`src/rtl/fmq_pkg.sv`:
```
// fmq_pkg: opcodes, frame layout, FSM state type and the command framing function
package fmq_pkg;
  localparam logic [1:0] OP_SET_OFFSET = 2'd0;
  localparam logic [1:0] OP_RELOAD = 2'd1;
  localparam logic [1:0] OP_QUERY_OUTPUTS = 2'd2;
  localparam logic [1:0] OP_ECHO_ZERO = 2'd3;
  localparam int BYTE_W = 8;
  localparam int FRAME_BITS = 3 * BYTE_W;
  localparam int SYNC_BIT = 7;
  localparam int B0_LSB = 2 * BYTE_W;
  localparam int B1_LSB = BYTE_W;
  localparam int B2_LSB = 0;
  typedef enum logic [2:0] {IDLE, SEND0, SEND1, SEND2, WAIT_RSP} state_t;
  // Only B0 carries the sync bit, so a receiver can realign after a truncated frame.
  function automatic logic [FRAME_BITS-1:0] fmq_frame(input logic [1:0] op, input logic [7:0] addr,
                                                      input logic [10:0] offset);
    return {1'b1, op, addr[7:3], 1'b0, addr[2:0], offset[10:7], 1'b0, offset[6:0]};
  endfunction
endpackage

```
`src/rtl/fmq_cmd_encoder_if.sv`:
```
// fmq_cmd_encoder_if: command, UART byte stream and response signals of the encoder
// master drives cmd_*, m_axis_tready and s_axis_t{data,valid}; slave (the encoder) drives the rest.
interface fmq_cmd_encoder_if #(
  parameter int ADDR_WIDTH = 8,
  parameter int OFFSET_WIDTH = 11
);
  logic [1:0] cmd_op;
  logic [ADDR_WIDTH-1:0] cmd_addr;
  logic [OFFSET_WIDTH-1:0] cmd_offset;
  logic cmd_valid;
  logic cmd_ready;
  logic [7:0] m_axis_tdata;
  logic m_axis_tvalid;
  logic m_axis_tready;
  logic [7:0] s_axis_tdata;
  logic s_axis_tvalid;
  logic s_axis_tready;
  logic [7:0] rsp_data;
  logic rsp_valid;
  logic rsp_timeout;
  logic busy;
  modport master (
    output cmd_op, cmd_addr, cmd_offset, cmd_valid, m_axis_tready, s_axis_tdata, s_axis_tvalid,
    input cmd_ready, m_axis_tdata, m_axis_tvalid, s_axis_tready, rsp_data, rsp_valid, rsp_timeout, busy
  );
  modport slave (
    input cmd_op, cmd_addr, cmd_offset, cmd_valid, m_axis_tready, s_axis_tdata, s_axis_tvalid,
    output cmd_ready, m_axis_tdata, m_axis_tvalid, s_axis_tready, rsp_data, rsp_valid, rsp_timeout, busy
  );
endinterface

```
`src/rtl/fmq_cmd_encoder.sv`:
```
// fmq_cmd_encoder: frames commands into 3 UART bytes and waits for an optional 1-byte response
// clk: system clock; rst: async active-low reset; bus: command in, byte stream out/in, response out.
module fmq_cmd_encoder
  import fmq_pkg::*;
#(
  parameter int OFFSET_WIDTH = 11,
  parameter int ADDR_WIDTH = 8,
  parameter int TIMEOUT_CYCLES = 65535
) (
  input logic clk,
  input logic rst,
  fmq_cmd_encoder_if.slave bus
);
  localparam logic [15:0] CNT_LAST = 16'(TIMEOUT_CYCLES - 1);
  state_t state_q, state_d;
  logic [1:0] op_q, op_d;
  logic [ADDR_WIDTH-1:0] addr_q, addr_d;
  logic [OFFSET_WIDTH-1:0] offset_q, offset_d;
  logic [15:0] cnt_q, cnt_d;
  logic [7:0] rsp_data_q, rsp_data_d;
  logic rsp_valid_q, rsp_valid_d;
  logic rsp_timeout_q, rsp_timeout_d;
  logic [FRAME_BITS-1:0] frame;
  assign frame = fmq_frame(op_q, addr_q, offset_q);
  always_ff @(posedge clk or negedge rst) begin
    if (!rst) begin
      state_q <= IDLE;
      op_q <= '0;
      addr_q <= '0;
      offset_q <= '0;
      cnt_q <= '0;
      rsp_data_q <= '0;
      rsp_valid_q <= 1'b0;
      rsp_timeout_q <= 1'b0;
    end else begin
      state_q <= state_d;
      op_q <= op_d;
      addr_q <= addr_d;
      offset_q <= offset_d;
      cnt_q <= cnt_d;
      rsp_data_q <= rsp_data_d;
      rsp_valid_q <= rsp_valid_d;
      rsp_timeout_q <= rsp_timeout_d;
    end
  end
  always_comb begin
    state_d = state_q;
    op_d = op_q;
    addr_d = addr_q;
    offset_d = offset_q;
    cnt_d = cnt_q;
    rsp_data_d = rsp_data_q;
    rsp_valid_d = 1'b0;
    rsp_timeout_d = 1'b0;
    case (state_q)
      IDLE: if (bus.cmd_valid) begin
        op_d = bus.cmd_op;
        addr_d = bus.cmd_addr;
        offset_d = bus.cmd_offset;
        state_d = SEND0;
      end
      SEND0: state_d = bus.m_axis_tready ? SEND1 : SEND0;
      SEND1: state_d = bus.m_axis_tready ? SEND2 : SEND1;
      SEND2: if (bus.m_axis_tready) begin
        state_d = op_q[1] ? WAIT_RSP : IDLE;
        cnt_d = '0;
      end
      // A byte arriving on the last wait cycle still wins over the timeout.
      WAIT_RSP: if (bus.s_axis_tvalid) begin
        rsp_data_d = bus.s_axis_tdata;
        rsp_valid_d = 1'b1;
        state_d = IDLE;
      end else if (cnt_q == CNT_LAST) begin
        rsp_timeout_d = 1'b1;
        state_d = IDLE;
      end else begin
        cnt_d = cnt_q + 16'd1;
      end
      default: state_d = IDLE;
    endcase
  end
  // Gating with rst keeps cmd_ready low while reset is held, yet high right after release.
  assign bus.cmd_ready = rst && state_q == IDLE;
  assign bus.busy = state_q != IDLE;
  assign bus.m_axis_tvalid = state_q inside {SEND0, SEND1, SEND2};
  assign bus.m_axis_tdata = state_q == SEND0 ? frame[B0_LSB+:BYTE_W] :
                            state_q == SEND1 ? frame[B1_LSB+:BYTE_W] :
                            state_q == SEND2 ? frame[B2_LSB+:BYTE_W] : '0;
  assign bus.s_axis_tready = 1'b1;
  assign bus.rsp_data = rsp_data_q;
  assign bus.rsp_valid = rsp_valid_q;
  assign bus.rsp_timeout = rsp_timeout_q;
endmodule

```
`src/flat_wrapper.sv`:
```
// flat-port wrapper written by rule: the top's interface ports become plain ports
module fmq_cmd_encoder_flat import fmq_pkg::*;
#(
  parameter int OFFSET_WIDTH = 11,
  parameter int ADDR_WIDTH = 8,
  parameter int TIMEOUT_CYCLES = 65535
)
  (clk, rst, bus_cmd_op, bus_cmd_addr, bus_cmd_offset, bus_cmd_valid, bus_m_axis_tready, bus_s_axis_tdata, bus_s_axis_tvalid, bus_cmd_ready, bus_m_axis_tdata, bus_m_axis_tvalid, bus_s_axis_tready, bus_rsp_data, bus_rsp_valid, bus_rsp_timeout, bus_busy);
  fmq_cmd_encoder_if #(.ADDR_WIDTH(ADDR_WIDTH), .OFFSET_WIDTH(OFFSET_WIDTH)) bus_i ();
  input logic clk;
  input logic rst;
  input wire logic [$bits(bus_i.cmd_op)-1:0] bus_cmd_op;
  input wire logic [$bits(bus_i.cmd_addr)-1:0] bus_cmd_addr;
  input wire logic [$bits(bus_i.cmd_offset)-1:0] bus_cmd_offset;
  input wire logic [$bits(bus_i.cmd_valid)-1:0] bus_cmd_valid;
  input wire logic [$bits(bus_i.m_axis_tready)-1:0] bus_m_axis_tready;
  input wire logic [$bits(bus_i.s_axis_tdata)-1:0] bus_s_axis_tdata;
  input wire logic [$bits(bus_i.s_axis_tvalid)-1:0] bus_s_axis_tvalid;
  output wire logic [$bits(bus_i.cmd_ready)-1:0] bus_cmd_ready;
  output wire logic [$bits(bus_i.m_axis_tdata)-1:0] bus_m_axis_tdata;
  output wire logic [$bits(bus_i.m_axis_tvalid)-1:0] bus_m_axis_tvalid;
  output wire logic [$bits(bus_i.s_axis_tready)-1:0] bus_s_axis_tready;
  output wire logic [$bits(bus_i.rsp_data)-1:0] bus_rsp_data;
  output wire logic [$bits(bus_i.rsp_valid)-1:0] bus_rsp_valid;
  output wire logic [$bits(bus_i.rsp_timeout)-1:0] bus_rsp_timeout;
  output wire logic [$bits(bus_i.busy)-1:0] bus_busy;
  assign bus_i.cmd_op = bus_cmd_op;
  assign bus_i.cmd_addr = bus_cmd_addr;
  assign bus_i.cmd_offset = bus_cmd_offset;
  assign bus_i.cmd_valid = bus_cmd_valid;
  assign bus_i.m_axis_tready = bus_m_axis_tready;
  assign bus_i.s_axis_tdata = bus_s_axis_tdata;
  assign bus_i.s_axis_tvalid = bus_s_axis_tvalid;
  assign bus_cmd_ready = bus_i.cmd_ready;
  assign bus_m_axis_tdata = bus_i.m_axis_tdata;
  assign bus_m_axis_tvalid = bus_i.m_axis_tvalid;
  assign bus_s_axis_tready = bus_i.s_axis_tready;
  assign bus_rsp_data = bus_i.rsp_data;
  assign bus_rsp_valid = bus_i.rsp_valid;
  assign bus_rsp_timeout = bus_i.rsp_timeout;
  assign bus_busy = bus_i.busy;
  fmq_cmd_encoder #(.OFFSET_WIDTH(OFFSET_WIDTH), .ADDR_WIDTH(ADDR_WIDTH), .TIMEOUT_CYCLES(TIMEOUT_CYCLES)) u_core (.clk(clk), .rst(rst), .bus(bus_i));
endmodule
```
`config.mk`:
```
export PLATFORM = sky130hd
export DESIGN_NAME = fmq_cmd_encoder_flat
export DESIGN_NICKNAME = d
export VERILOG_FILES = /design/src/rtl/fmq_pkg.sv /design/src/rtl/fmq_cmd_encoder_if.sv /design/src/rtl/fmq_cmd_encoder.sv /design/src/flat_wrapper.sv
export SDC_FILE = /design/constraint.sdc
export NUM_CORES = 1
export LEC_CHECK = 0
export BUFFER_PORTS_ARGS = -buffer_cell sky130_fd_sc_hd__buf_4
export CAP_MARGIN = 20
export CORE_MARGIN = 2
export CORE_UTILIZATION = 24
export CTS_CLUSTER_SIZE = 16
export DETAILED_ROUTE_END_ITERATION = 10
export GPL_ROUTABILITY_DRIVEN = 0
export GPL_TIMING_DRIVEN = 0
export MAX_ROUTING_LAYER = met4
export PLACE_DENSITY_LB_ADDON = 0.05
export SYNTH_ARGS = -nofsm -noshare
export SYNTH_HDL_FRONTEND = slang
export SYNTH_SLANG_ARGS = --single-unit
```
`constraint.sdc`:
```
create_clock -name clk -period 5.5 [get_ports clk]
set_input_delay 1.1 -clock clk [delete_from_list [all_inputs] [get_ports clk]]
set_output_delay 1.1 -clock clk [all_outputs]
set_load 0.005 [all_outputs]
```
==> key figures <==
Status
  • Run status: completed

Critical path
  • Reg-to-reg endpoint: u_core.cnt_q[14]$_DFFE_PN0P_
  • Worst R2R Start: u_core.state_q[1]$_DFFE_PN0P_
  • Critical path type: reg2out
  • Reg-to-reg slack, setup: 3440 ps
  • Arr. time, crit path: 2030 ps
  • Critical Path End Type: output port
  • Worst reg-to-reg path cell count: 6
  • Crit path required time: 4400 ps
  • CP startpoint kind: register
  • Largest fanout on the critical path: 10
  • Critical Path Start: u_core.state_q[1]$_DFFE_PN0P_

Power and ir drop
  • Power Internal: 0.000941 W
  • Psw: 0.000433 W
  • Clock Power Share: 19.2%
  • Pleak: 1.36 nW
  • Worst VDD drop: 146 uV
  • Logic gate share of total power: 40.4%
  • Sw Share: 31.5%
  • Flop pwr share: 40.4%
  • Pwr per Cell Area: 436 nW/um^2

Clock tree
  • Resized cells post-CTS: 0
  • Post-CTS Setup Bufs: 0
  • Clock latency on the worst-skew pair: 310 ps
  • CTS Buffer Depth: 2
  • TritonCTS buffer count: 5
  • CTS tree: yes
  • Sink Count: 50
  • Clock slew at reported path FFs: 90 ps
  • Hold buffers post-CTS: 0
  • Root buf cell: clkbuf_8
  • H-tree depth: 2

Synth
  • Ys async rst share: 100%
  • EDFF count, synth: 0
  • Syn Inst Count: 230
  • Syn Area/Cell: 10.7 sq um
  • Synthesized flop and latch total: 50
  • Netlist cell types: 39
  • Syn Nets: 266
  • Mapped Area: 2470 sq um
  • Register area share after synthesis: 50.7%
  • Main synth FF type: dfrtp_1
  • Yosys warnings: 0

Timing
  • Final min period: 3130 ps
  • Final period utilization: 56.9%
  • Fmax: 320 MHz
  • Clock skew: 7.87 ps
  • Total negative slack: 0 ps
  • Setup Viol. Count Final: 0
  • RSZ-0062 raised after global routing: no
  • Fin. Hold Viols: 0
  • Setup ws final: 2370 ps
  • Tightest Pin Transition: 676 ps
  • Slew Limit Fails: 0
  • Slew headroom: 54.9%

Hold path
  • Hold_sp: u_core.cnt_q[15]$_DFFE_PN0P_
  • Worst min-delay path class: reg2reg
  • Hold depth: 1
  • Hold Path Sink: u_core.cnt_q[15]$_DFFE_PN0P_

Global routing
  • GRT Overall Usage: 12.2%
  • Vias in the first global route: 2078
  • Total gr overflow: 0
  • First-pass GRT wire length: 10.4 mm
  • Initial antenna violation count: 0
  • Largest net degree at the start of global routing: 52

Routing
  • DR pass1 iterations: 6
  • Total wire length: 6.19 mm
  • Total vias in the final route: 1949
  • Residual DRC: 0
  • Drt wl/cell: 14.5 um
  • 1st-iter DRT viols: 99
  • Detailed-route vias per instance: 4.56
  • Antenna-violating nets left: 0

Place
  • Post-DP HPWL: 4.27 mm
  • Buffers added on ports: 54
  • DP Worst Slack: 2350 ps

Floorplan
  • Die height: 105 um
  • Die ar.: 11100 sq um
  • Cell row count: 37
  • Boundary pin count: 56
  • Die Width: 105 um
  • Core ar.: 10100 sq um
  • Initial core utilization: 24.3%

Final layout
  • Share of layout cells above drive strength 1: 37.5%
  • Inserted Diodes: 0
  • Layout Area Growth over Synthesis: 27.7%
  • Nets: 327
  • FILL cells: 1055

Job
  • Number of max-cap violations: 0
[worst max-delay path, cell delays in order, from the launching register on]
cell	delay (ps)
dfrtp_1	350
buf_6	120
clkbuf_1	490
mux2_2	420
a22oi_1	140
nor2_1	60
buf_4	160
[layout make-up]
| class | count | area (sq um) | share of cell area [%] |
|---|---|---|---|
| multi-input combinational | 159 | 1110 | 35.3 |
| timing repair buffer | 54 | 405 | 12.9 |
| tap | 136 | 170 | 5.40 |
| inverter | 6 | 22.5 | 0.715 |
| sequential | 50 | 1250 | 39.7 |
| buffer | 15 | 82.6 | 2.62 |
| clock inverter | 2 | 38.8 | 1.23 |
| clock buffer | 5 | 68.8 | 2.18 |
[power by group through the flow]
| stage | combinational, W | sequential (W) | clock (W) |
|---|---|---|---|
| global placement | 0.000564 | 0.000562 | 0 |
| finish | 0.000555 | 0.000555 | 0.000264 |
| global route | 0.000616 | 0.000573 | 0.000290 |
| detailed placement | 0.000565 | 0.000563 | 0 |
| floorplan | 0.000333 | 0.000548 | 0 |
| CTS | 0.000567 | 0.000556 | 0.000279 |
[placed cells by master (no fill, tap or decap), drive strengths merged, types with 3 or more instances in the layout]
master / instances
a21oi: 7
nand4: 3
nand2: 19
clkbuf: 11
a22oi: 7
inv: 6
nor2: 21
o21ai: 22
buf: 63
mux2: 35
o31ai: 8
a31oi: 4
nand3: 9
dfrtp: 50
[through the flow]
step	utilization (%)	total power, W	area, sq um	hold slack, ps	cells
final	31.1	0.00137	3150	497	427
after global routing	31.1	0.00148	3150	517	427
after global placement	30.0	0.00113	3040	471	420
after CTS	31.1	0.00140	3150	495	427
after detailed placement	30.0	0.00113	3040	479	420
after floorplan	-	0.000881	2470	438	230
[cell usage after synthesis, drive strengths merged (2+ instances only)]
cell / number / area (sq um)
a21oi: 7 / 35.0
a22oi: 7 / 52.6
a31oi: 4 / 25.0
and2: 2 / 12.5
and4: 2 / 17.5
buf: 9 / 60.1
clkbuf: 6 / 22.5
dfrtp: 50 / 1250
ha: 2 / 25.0
inv: 6 / 22.5
mux2: 35 / 394
nand2: 19 / 71.3
nand3: 9 / 50.1
nand4: 3 / 18.8
nor2: 21 / 81.3
nor2b: 2 / 12.5
nor3: 2 / 10.0
nor3b: 2 / 15.0
nor4: 2 / 18.8
o21ai: 22 / 133
o31ai: 8 / 60.1
or4: 2 / 18.8
[cells by family (layout without fill, tap and decap cells)]
| kind of cell | count (synthesis) | in the layout | share of synthesized area [%] |
|---|---|---|---|
| buffers and inverters | 21 | 82 | 4.26 |
| xor gates and xnor gates | 1 | 1 | 0.355 |
| adders and majority gates | 2 | 2 | 1.01 |
| muxes | 36 | 36 | 16.4 |
| and+or+nand+nor | 69 | 69 | 14.2 |
| AOI/OAI and AO/OA | 50 | 50 | 13.0 |
| other | 1 | 1 | 0.152 |
| DFF | 50 | 50 | 50.7 |
[flip-flops by register name, summed over array words and instances, names as in the netlist]
name	count
u_core.addr_q	8
u_core.offset_q	11
u_core.bus.rsp_data	8
u_core.op_q	2
u_core.state_q	3
u_core.cnt_q	16
u_core.bus.rsp_valid	1
u_core.bus.rsp_timeout	1
[metal layers]
metal,track usage [%],up-vias,share of wire (%)
li1,-,937,-
met2,18.5,42,46
met4,3.43,0,0.95
met1,16.5,965,49
met3,2.72,5,3.6
met5,-,-,0
[worst max-delay path by stage]
stage,slack (ps),to,depth (start not counted)
CTS,2350,bus_m_axis_tdata[3],6
finish,2370,bus_m_axis_tdata[3],6
floorplan,3100,bus_m_axis_tdata[1],5
global placement,2340,bus_cmd_ready,3
global route,2230,bus_m_axis_tdata[5],6
detailed placement,2350,bus_cmd_ready,3
Power figures use the tool's default switching activity.
